## src/rtl/riscv_pkg.sv

```systemverilog
// Shared types for the decode-side hazard logic: scoreboard entry layout,
// operand-forwarding select encoding and the in-flight depth.
package riscv_pkg;

    localparam int NUM_STAGES = 3;

    typedef struct packed {
        logic       valid;
        logic [4:0] rd;
        logic       is_load;
    } sb_entry_t;

    typedef enum logic [1:0] {
        FWD_RF  = 2'b00,
        FWD_EX  = 2'b01,
        FWD_MEM = 2'b10,
        FWD_WB  = 2'b11
    } fwd_sel_t;

    // x0 is hardwired to zero, so a writer of x0 can never supply an operand.
    function automatic logic sb_match(sb_entry_t entry, logic [4:0] src, logic use_src);
        return entry.valid && (entry.rd != 5'd0) && (entry.rd == src) && use_src;
    endfunction

endpackage

```

## src/rtl/hazard_fwd_sel.sv

```systemverilog
// Per-operand forwarding select: finds the youngest in-flight producer of one
// source register and flags a load in EX that cannot forward yet.
module hazard_fwd_sel
    import riscv_pkg::*;
(
    input  logic                         [4:0] src,
    input  logic                               use_src,
    input  sb_entry_t [NUM_STAGES-1:0]         sb,
    output fwd_sel_t                           fwd_sel,
    output logic                               load_use
);

    logic match_ex;
    logic match_mem;
    logic match_wb;
    logic unused_is_load;

    assign match_ex  = sb_match(sb[0], src, use_src);
    assign match_mem = sb_match(sb[1], src, use_src);
    assign match_wb  = sb_match(sb[2], src, use_src);

    // Only the EX entry's load flag matters; older loads already have data.
    assign unused_is_load = sb[1].is_load ^ sb[2].is_load;

    always_comb begin
        fwd_sel  = FWD_RF;
        load_use = match_ex && sb[0].is_load;
        if (match_ex && !sb[0].is_load) begin
            fwd_sel = FWD_EX;
        end else if (match_mem) begin
            fwd_sel = FWD_MEM;
        end else if (match_wb) begin
            fwd_sel = FWD_WB;
        end
    end

endmodule

```

## src/rtl/hazard_ctrl.sv

```systemverilog
// Pipeline hazard controller beside decode: tracks in-flight destinations,
// drives stall/flush/forward selects and counts load-use stall cycles.
module hazard_ctrl
    import riscv_pkg::*;
#(
    parameter int CNT_W = 32
) (
    input  logic             clk,
    input  logic             rst_n,
    input  logic             id_valid_i,
    input  logic [4:0]       id_rs1_i,
    input  logic [4:0]       id_rs2_i,
    input  logic             id_use_rs1_i,
    input  logic             id_use_rs2_i,
    input  logic [4:0]       id_rd_i,
    input  logic             id_wr_en_i,
    input  logic             id_is_load_i,
    input  logic             branch_taken_i,
    input  logic             mem_wait_i,
    output logic             stall_o,
    output logic             flush_id_o,
    output logic             flush_if_o,
    output logic [1:0]       fwd_rs1_o,
    output logic [1:0]       fwd_rs2_o,
    output logic [CNT_W-1:0] stall_cnt_o
);

    sb_entry_t [NUM_STAGES-1:0] sb_q;
    logic [CNT_W-1:0]           stall_cnt_q;

    fwd_sel_t fwd_rs1;
    fwd_sel_t fwd_rs2;
    logic     lu_rs1;
    logic     lu_rs2;
    logic     load_use_hz;
    logic     insert_bubble;
    logic     advance;

    hazard_fwd_sel u_fwd_rs1 (
        .src      (id_rs1_i),
        .use_src  (id_use_rs1_i),
        .sb       (sb_q),
        .fwd_sel  (fwd_rs1),
        .load_use (lu_rs1)
    );

    hazard_fwd_sel u_fwd_rs2 (
        .src      (id_rs2_i),
        .use_src  (id_use_rs2_i),
        .sb       (sb_q),
        .fwd_sel  (fwd_rs2),
        .load_use (lu_rs2)
    );

    assign load_use_hz   = id_valid_i && (lu_rs1 || lu_rs2);
    assign advance       = !mem_wait_i;
    // A taken branch makes the decode instruction wrong-path, so it wins over load-use.
    assign insert_bubble = branch_taken_i || load_use_hz;

    always_comb begin
        stall_o    = 1'b0;
        flush_id_o = 1'b0;
        flush_if_o = 1'b0;
        fwd_rs1_o  = FWD_RF;
        fwd_rs2_o  = FWD_RF;
        if (rst_n) begin
            fwd_rs1_o = fwd_rs1;
            fwd_rs2_o = fwd_rs2;
            if (mem_wait_i) begin
                stall_o = 1'b1;
            end else if (branch_taken_i) begin
                flush_if_o = 1'b1;
                flush_id_o = 1'b1;
            end else if (load_use_hz) begin
                stall_o    = 1'b1;
                flush_id_o = 1'b1;
            end
        end
    end

    always_ff @(posedge clk or negedge rst_n) begin
        if (!rst_n) begin
            sb_q        <= '0;
            stall_cnt_q <= '0;
        end else if (advance) begin
            for (int k = NUM_STAGES - 1; k > 0; k--) begin
                sb_q[k] <= sb_q[k-1];
            end
            if (insert_bubble) begin
                sb_q[0] <= '0;
            end else begin
                sb_q[0] <= '{valid: id_valid_i && id_wr_en_i, rd: id_rd_i, is_load: id_is_load_i};
            end
            if (!branch_taken_i && load_use_hz && (stall_cnt_q != '1)) begin
                stall_cnt_q <= stall_cnt_q + {{(CNT_W-1){1'b0}}, 1'b1};
            end
        end
    end

    assign stall_cnt_o = stall_cnt_q;

endmodule

```

## config.mk

```make
export PLATFORM = sky130hd
export DESIGN_NAME = hazard_ctrl
export DESIGN_NICKNAME = d
export VERILOG_FILES = /design/src/rtl/riscv_pkg.sv /design/src/rtl/hazard_fwd_sel.sv /design/src/rtl/hazard_ctrl.sv
export SDC_FILE = /design/constraint.sdc
export NUM_CORES = 1
export LEC_CHECK = 0
export ABC_AREA = 1
export CORE_MARGIN = 2
export CORE_UTILIZATION = 45
export CTS_CLUSTER_SIZE = 8
export DETAILED_ROUTE_END_ITERATION = 7
export PLACE_DENSITY = 0.7
export SYNTH_ARGS = -nofsm -noshare
export SYNTH_HDL_FRONTEND = slang
export SYNTH_HIERARCHICAL = 1
export SYNTH_SLANG_ARGS = --single-unit
export TNS_END_PERCENT = 5
```

## constraint.sdc

```tcl
create_clock -name clk -period 2.4 [get_ports clk]
set_clock_uncertainty 0.15 [all_clocks]
set_input_delay 0.48 -clock clk [delete_from_list [all_inputs] [get_ports clk]]
set_output_delay 0.48 -clock clk [all_outputs]
set_load 0.02 [all_outputs]
```

== Word-level counts from Yosys, hierarchy flattened ==
Index checks and enable logic that the tools add are counted.
Word-level totals
  bits in registers: 51
  bits in latches: 0
  RAM bits: 0
  bits in read-only memories: 0
  input port bits: 24
  output and inout port bits: 39
  memories: 0
Operators by class
  add/sub/neg operators: 1
  multipliers: 0
  div/mod/pow operators: 0
  magnitude comparators: 0
  eq/ne operators: 7
  shift-type cells: 0
  multiplexer cells: 19
  bitwise gates (word level): 1
  reductions and logical operators: 31
Operator list (number)
  32-bit by 1-bit adder with 32-bit output (second input constant): 1
  32-bit != test (second input constant): 1
  5-bit equality test: 6
  1-bit logical AND: 23
  2-bit two-way mux: 8
  5-bit nonzero test: 3
  1-bit two-way mux: 10
  7-bit two-way mux: 1
  1-bit logical NOT: 2
  1-bit logical OR: 2
  2-bit AND reduction: 1
  1-bit inverter: 1

== Depth between registers and ports, before layout ==
Gate-level depths: netlist of the first run.
  word-level depth: 11
  depth in mapped cells: 16
  gate-level depth less buffers: 15

== Cells and area by module ==
Netlist of the first run, hierarchy kept.
By module, submodules not included
  hazard_ctrl: instances 1, cells an instance 405, area each 2924.1 µm²
  hazard_fwd_sel: instances 2, cells an instance 83, area each 340.3 µm²

== Worst setup path before layout of the first run ==
OpenSTA, ideal clock, no wires.
  kind: input-to-output
  start: in id_rs1_i[2]
  end: out flush_id_o
  arrival: 1.685 ns
  setup slack: 0.085 ns
  cell stages on the path: 10
  path through: inv_2 -> nand2_1 -> nand2_1 -> nor2_1 -> nand3_1 -> nor3_1 -> inv_1 -> nand2_1 -> a21oi_1 -> nor3_1
On the way
  cells in the longest elaborated chain, start to end: 10
RTL lines
  start, declared: line hazard_ctrl.sv:11  | input logic [4:0] id_rs1_i,
  5-bit equality test: line riscv_pkg.sv:22  | return entry.valid && (entry.rd != 5'd0) && (entry.rd == src) && use_src;
  1-bit logical AND (2 in series): line riscv_pkg.sv:22
  1-bit logical AND: line hazard_fwd_sel.sv:27  | load_use = match_ex && sb[0].is_load;
  named net lu_rs1: line hazard_ctrl.sv:33  | logic lu_rs1;
  1-bit logical OR: line hazard_ctrl.sv:55  | assign load_use_hz = id_valid_i && (lu_rs1 || lu_rs2);
  1-bit logical AND: line hazard_ctrl.sv:55
  1-bit two-way mux: line hazard_ctrl.sv:74  | end else if (load_use_hz) begin
  1-bit two-way mux: line hazard_ctrl.sv:71  | end else if (branch_taken_i) begin
  1-bit two-way mux: line hazard_ctrl.sv:69  | if (mem_wait_i) begin
  1-bit two-way mux: line hazard_ctrl.sv:66  | if (rst_n) begin
  end, declared: line hazard_ctrl.sv:21  | output logic flush_id_o,
The timed path passes the listed nets, and every way through them passes these cells.

== Final worst setup path of the first run ==
  start: reg sb_q[3] (netlist name)
  end: out flush_id_o
On the way
  cells in the longest elaborated chain, start to end: 11
  elaborated cells between the ends (all ways): 16
  those cells by class: eq/ne: 2; mux: 4; reduce/logical: 10
RTL lines
  start, declared: line hazard_ctrl.sv:28  | sb_entry_t [NUM_STAGES-1:0] sb_q;
  start signal, assigned by index: line hazard_ctrl.sv:87  | sb_q[k] <= sb_q[k-1];
  5-bit nonzero test: line riscv_pkg.sv:22
  1-bit logical AND: line riscv_pkg.sv:22
  1-bit logical AND * (2 in series): line riscv_pkg.sv:22
  1-bit logical AND *: line hazard_fwd_sel.sv:27
  named net lu_rs1: line hazard_ctrl.sv:33
  1-bit logical OR *: line hazard_ctrl.sv:55
  1-bit logical AND *: line hazard_ctrl.sv:55
  1-bit two-way mux *: line hazard_ctrl.sv:74
  1-bit two-way mux *: line hazard_ctrl.sv:71
  1-bit two-way mux *: line hazard_ctrl.sv:69
  1-bit two-way mux *: line hazard_ctrl.sv:66
Mark *: on every way through the listed nets, which the timed path passes. The rest lies on a longest branch.

==> results.md, run 1 <==
Critical path:
- STA classifies the critical path startpoint as a flip-flop.
- STA classifies the critical path endpoint as a primary output.
- The combined buffer and inverter count along the critical path is 3.
- The most frequent cell on the critical path is nor3_2.
- The worst endpoint data arrival time is ~1900 ps.
- The slowest cell on the critical path is dfrtp_2.
- Walking the worst path, the cells encountered are buf_6 -> nor2_4 -> nand3_2 -> a21oi_4 -> nor3_2 -> inv_1 -> nand2_2 -> a21oi_2 -> nor3_2 -> buf_4.
- STA puts the critical path data required time at between 1500 and 2000 ps.
- Of all nets on the critical path, the largest fanout is 6.
- Grouping stages by cell kind, the critical path spends the most delay in flip-flops.
- The peak per-stage delay on the critical path is approximately 470 ps.
- The worst setup path is of the flip-flop to primary output kind.

Clock network:
- CTS placed an instance of clkbuf_8 at the clock tree root.
- The number of levels in the clock H-tree is 2.
- Counting every sink on the clock net gives 51.
- The TritonCTS buffer count is 5.
- The later pin in the worst-skew pair is clocked with a latency of about 300 ps.
- The clock tree from TritonCTS is done.
- The maximum clock path buffer count is 2.
- The clock-pin transition on the worst setup and hold timing paths is 90 ps.

Power and ir drop:
- The switching power summed over all nets is roughly 500 uW.
- Per report_power, the sequential group accounts for roughly 50% of the total.
- Per report_power, the clock group accounts for between 30% and 40% of the total.
- The total power per unit cell area is ~400 nW/um2.
- In this run the static leakage power is between 2 and 2.5 nW.
- The fraction of power spent switching nets is 26.8%.
- Combinational logic is responsible for between 10% and 20% of the overall power.
- VDD sags by at most approximately 0.00029 V.
- The internal power is 1.36 mW.
- Total power for the finished layout comes to between 1.5 and 2 mW.

Detailed routing:
- The count of unresolved DRC violations after routing is 0.
- The post-detailed-route via-to-cell ratio is just under 5.
- The number of nets with antenna violations after detailed routing is 0.
- The detailed router placed 3739 vias in this run.
- The final layout contains routed wiring with a total length of approximately 10000 um.
- In the final routed layout, each cell accounts on average for between 10 and 15 um.
- The first detailed-routing pass ran for 4 iterations.
- The iteration-0 DRC count of the detailed router is roughly 180.

Timing:
- The post-layout minimum cycle time is approximately 2500 ps.
- For the pin with the worst max-slew slack, the measured transition is 451 ps.
- The final worst slack is -134 ps.
- Final hold analysis gives a worst-case slack of between 300 and 400 ps.
- The final-report hold violation count came to 0.
- Dividing the final minimum period by the clock period gives 106%.
- Setup repair after global routing could not meet its margin everywhere.
- The worst pin sits at a relative slew slack of approximately 70%.
- Setup violations remaining at the end of the flow were counted as 5.
- Setup total negative slack on the finished layout was measured at -306 ps.
- Timing would allow up to 0.395 GHz.
- The count of final max-slew check failures came to 0.

Outcome:
- The checks that failed: setup timing.
- The flow ran to the end, but the final reports show violations.

Global routing:
- The initial antenna violation count is 0.
- The number of global-route vias before repair is between 3k and 4k.
- The total grt overflow is 0.
- The total track usage is 24.2%.
- The first-pass GRT wire length is around 17000 um.
- The maximum number of pins on one net before global-route repair is 36.

Worst hold path:
- The tightest min-delay check is of the flip-flop to flip-flop type.

Die:
- Measured along the x axis, the die boundary spans ~93 um.
- The initial core utilization is between 40% and 50%.
- The count of boundary I/O pins is 63.
- In this run the core area contains 32 standard-cell rows.
- The region available for standard cell placement spans between 7000 and 8000 um2.
- The height of the die is 92.6 um.
- The die outline area is 8580 um2.

Finish:
- Cells with a size suffix above 1 make up between 15 and 20% of the layout.
- For this run, the share of the core covered by cells in the final layout is around three fifths.
- The net total in the final layout is between 600 and 700.
- The growth of design area from synthesis to finish is 32.2%.
- The cell area after layout is between 4000 and 5000 um2.
- The count of inserted antenna diode cells is 0.

Placed design:
- The total placed instance area is about 4400 um2.
- In this run the tool buffered the top-level ports with 62 buffer cells.
- The final HPWL from detailed placement is between 7000 and 8000 um.
- The placer congestion estimate is just over 0.9.

Job:
- The number of maximum-capacitance violations is 0.

Yosys:
- In the synthesized netlist, the number of instances is approximately 560.
- The cell area that synthesis handed to floorplanning was 3530 um2.
- The number of nets handed over by synthesis was roughly 590.
- The total of warnings raised by yosys is 6.
- The synthesized area divided by synthesized cell count is about 6.3 um2.
[area by class of cell]
| class | count | area (um2) |
|---|---|---|
| fillers | 763 | 3010 |
| repair buffers | 97 | 848 |
| inverters | 79 | 297 |
| clock inverters | 2 | 35.0 |
| flip-flops and latches | 51 | 1280 |
| well taps | 102 | 128 |
| multi-input cells | 423 | 2000 |
| clock buffers | 6 | 82.6 |
[worst register-to-register path, stage by stage, from the launching register on]
cell and delay [ps]:
dfrtp_2 450, inv_1 60, nand2_1 70, nand2_1 60, nor2_1 110, nand3_2 100, nor3_2 180, inv_1 70
nand2_2 90, nand4_1 150, inv_2 190, nand2_1 170, nor2_2 170, nand2_1 70, nand2_1 60, nand2_1 40
[flip-flops by register name (all words and copies together) (netlist names)]
register     count
sb_q            19
stall_cnt_o     32
[layer usage]
layer	track usage [%]	part of all wire, %	vias to the layer above
met5	0	0	-
met2	42.2	49	81
met4	6.00	1.8	0
met1	32.1	45	1735
met3	3.01	3.8	10
li1	-	-	1913
[power groups by stage]
stage          registers, mW  clock network (mW)  logic [mW]
6_report               0.934               0.621       0.306
5_1_grt                0.940               0.677       0.344
4_1_cts                0.932               0.636       0.290
3_5_place_dp           0.948                   0       0.285
3_3_place_gp           0.947                   0       0.283
2_1_floorplan          0.935                   0       0.138
[final timing paths]
| kind | slack [ps] | startpoint | to | depth (start not counted) |
|---|---|---|---|---|
| setup / recovery | -130 | sb_q[3] | flush_id_o | 10 |
| hold / removal | 370 | sb_q[20] | sb_q[20] | 2 |
| setup reg to reg | 110 | sb_q[3] | stall_cnt_o[30] | 15 |
| hold reg to reg | 370 | sb_q[20] | sb_q[20] | 2 |
| max in group asynchronous | 980 | rst_n | sb_q[3] | 4 |
| min in group asynchronous | 480 | rst_n | sb_q[2] | 3 |
[cell usage in the layout, fill, tap and decap left out, drive strengths merged]
cell,n
a21oi,6
buf,41
bufinv,1
clkbuf,7
clkdlybuf4s15,1
clkdlybuf4s50,42
clkinv,1
dfrtp,51
dlygate4sd2,11
dlygate4sd3,1
ha,1
inv,79
nand2,235
nand3,31
nand3b,16
nand4,12
nor2,80
nor3,7
o21ai,24
xnor2,5
xor2,6
[per-stage QoR]
step | worst slack, ps | std cells
finish | -134 | 760
global route | -270 | 760
CTS | -197 | 760
detailed placement | -868 | 751
global placement | -863 | 751
floorplan | 85.4 | 564
[timing repair]
action / 4_1_cts / 5_1_grt
hold buffers: 1 / 0
pin swaps: 9 / 6
hold endpoints to repair: 13 / 0
setup endpoints to repair: 37 / 39
resized for setup: 53 / 33
buffers inserted: 0 / 0
(Power assumes the default switching activity.)
==> inputs of run 2 (changes only) <==
Settings changed: GPL_ROUTABILITY_DRIVEN from default to 1, GPL_TIMING_DRIVEN from default to 0, HOLD_SLACK_MARGIN from default to 0.1.
==> run 2 against run 1 <==
Against the previous run: the run still ends with setup timing left; core utilization fell by 1.2 points; count of clock-buffer cells in the layout unchanged; final cell count shrank 2.2%; via count is essentially flat; critical endpoint unchanged.
==> results.md, run 2 (synthesized netlist as in run 1, its figures left out) <==
Die:
- The count of boundary I/O pins is between 60 and 70.
- The core region is a little under 8000 um2.
- The die width is 92.6 um.
- From bottom edge to top edge, the die measures around 90 um.
- The initial core utilization is between 40% and 50%.
- The die covers 8580 um2.
- Row generation in the floorplan step produced 32 rows.

Timing:
- The setup TNS is -291 ps.
- The post-layout minimum cycle time is around 2600 ps.
- The number of setup violations in the final report is 3.
- The count of final max-slew check failures is 0.
- Hold timing on the final database bottoms out at a slack of between 300 and 400 ps.
- In the finished design, the share of the clock period the worst path needs comes to 106%.
- The highest achievable clock rate is between 0.3 and 0.4 GHz.
- Setup repair after global routing could not meet its margin everywhere.
- The final-report hold violation count was 0.
- In the post-route analysis, the smallest setup slack over all paths is -152 ps.
- The slew at the pin with the worst max-slew slack is roughly 740 ps.
- The worst-case headroom to the max-slew limit is roughly half.

Finish:
- Compared with the post-synthesis result, the final layout area differs by 29.7%.
- The count of inserted antenna diode cells is 0.
- The net total in the final layout is around 670.
- The flip-flop count of the largest register after layout is 32.
- With fillers left out, the area of the finished cells amounts to around 4600 um2.
- The library cells used most frequently in the layout, excluding fill and tap cells, are nand2_1 (225), inv_1 (68), nor2_1 (61).
- The final cell count without fillers is roughly 740.
- The share of cells above drive strength 1 is 14.4%.
- The library cell used most frequently in the layout, excluding fill and tap cells, is nand2_1.
- The fill cell instance count of the final layout is 752.

Detailed routing:
- The detailed-router iteration count before antenna repair is 5.
- After the first detailed-routing iteration, the DRC count stood at about 170.
- The number of nets with antenna violations after detailed routing is 0.
- For this run, design rule violations remaining after detail routing come to 0.
- The post-detailed-route via-to-cell ratio is between 5 and 6.
- The overall via count from detail_route is approximately 3.7k.
- The routed wire length per instance is approximately 13 um.
- The total length of routed wires is between 10000 and 15000 um.

Clock network:
- The total clock sinks is 51.
- The clock tree from TritonCTS is done.
- In this run the clock root is driven by a clkbuf_8.
- The TritonCTS buffer count is 5.
- After clock tree synthesis, the clock-pin slew on the worst setup and hold paths is approximately 90 ps.
- The later pin in the worst-skew pair is clocked with a latency of 310 ps.
- The longest clock path from root to sink contains 2 buffers.
- The number of levels in the clock H-tree is 2.

Critical path:
- By startpoint and endpoint, the worst setup path is classified as flip-flop to primary output.
- The most critical setup path has its startpoint at sb_q[4].
- The launching point of the worst reg2reg path is sb_q[5].
- Data on the critical path arrives at its endpoint at ~1900 ps.
- STA puts the critical path data required time at about 1800 ps.
- The worst setup path is launched from a flip-flop.
- For flop-to-flop paths, the worst setup slack is approximately 40 ps.
- In this run the critical register-to-register path is captured at stall_cnt_o[22].
- The type of element capturing the critical path is a primary output.
- The depth of the worst register-to-register path is 15.
- In this run the worst path has a maximum fanout of 7.
- In this run the worst setup path terminates at flush_id_o.

Placed design:
- In this run, placement finished with an instance count of between 700 and 800.
- The total placed instance area is approximately 4300 um2.
- Timing analysis after detailed placement gives a worst setup slack of -1210 ps.
- Summed over all nets, the half-perimeter wirelength after detailed placement is around 7400 um.
- The count of buffers added on input and output ports is 62.
- At the end of routability-driven placement, the weighted congestion stood at about 0.92.

Global routing:
- Entering global routing, the biggest net connects 37 pins.
- Global routing consumed, over all layers together, 24.6% of the routing resources.
- The number of global-route vias before repair is between 3k and 4k.
- Global routing finished with a remaining overflow of 0.
- The initial antenna violation count was 0.
- The first-pass GRT wire length is around 17000 um.

Outcome:
- The checks that failed: setup timing.
- The flow ran to the end, but the final reports show violations.

Power and ir drop:
- The worst voltage drop across the vdd grid is between 0.0002 and 0.00025 V.
- Summed over all cells, the static leakage comes to 2.18 nW.
- The total power per unit cell area is approximately 380 nW/um2.

Worst hold path:
- The cell depth of the worst min-delay path is 2.
- In this run the worst hold path is classified as flip-flop to flip-flop.

Job:
- The number of maximum-capacitance violations is 0.
## run 2: cell count changes in the layout (fill, tap and decap cells not counted), sizes merged
cell,before,now
buf,41,22
dlygate4sd3,1,2
clkdlybuf4s15,1,3
bufinv,1,0
dlygate4sd2,11,7
clkbuf,7,11
## run 2: layer usage
metal,part of all wire [%],routed length [um],GRT usage (%)
met1,45,4540,34.4
met2,46,4580,39.3
met3,6.1,615,3.17
met4,2.8,283,9.07
met5,0,0,0
## run 2: worst min path at each step
stage / from / end / slack, ps
after CTS: sb_q[19] / sb_q[19] / 380
after global placement: sb_q[20] / sb_q[20] / 340
after floorplan: rst_n / sb_q[0] / 30
after global routing: sb_q[19] / sb_q[19] / 410
final: sb_q[19] / sb_q[19] / 380
after detailed placement: rst_n / stall_cnt_o[23] / 280
## run 2: power breakdown
group | internal, mW | switching, mW | total [mW]
sequential | 0.890 | 0.0478 | 0.938
clock | 0.227 | 0.287 | 0.514
combinational | 0.110 | 0.163 | 0.273
total | 1.23 | 0.497 | 1.72
## run 2: critical path: stages (launching register included)
cell,delay [ps]
dfrtp_2,470
buf_4,160
nor2_2,70
nand3_1,90
a21oi_2,240
nor3_2,70
inv_1,70
nand2_2,90
a21oi_4,170
nor3_4,60
buf_6,130
## run 2: layout make-up
cell class | instances | area [um2] | area share (%)
Buffer | 11 | 98.8 | 2.16
Clock buffer | 6 | 82.6 | 1.80
Clock inverter | 1 | 5.00 | 0.109
Inverter | 79 | 297 | 6.47
Multi-Input combinational cell | 423 | 2010 | 43.8
Sequential cell | 51 | 1280 | 27.9
Tap cell | 102 | 128 | 2.78
Timing Repair Buffer | 70 | 684 | 14.9
## run 2: what timing repair did
item                       in CTS  in global routing
hold buffers                    3                  0
gates resized for setup        71                 40
buffers inserted                2                  3
pin swaps                       9                 14
setup endpoints to repair      38                 26
hold endpoints to repair       15                  0
## run 2: stage by stage
stage | total power, mW | util (%)
6_report | 1.72 | 59.7
5_1_grt | 1.80 | 59.7
4_1_cts | 1.72 | 58.5
3_5_place_dp | 1.20 | 55.9
3_3_place_gp | 1.19 | 55.7
2_1_floorplan | 1.07 | -
==> inputs of run 3 (changes only) <==
Settings changed: CAP_MARGIN from default to 10.
==> results of run 3 <==
Final layout, timing and power as in run 2 (identical DEF).
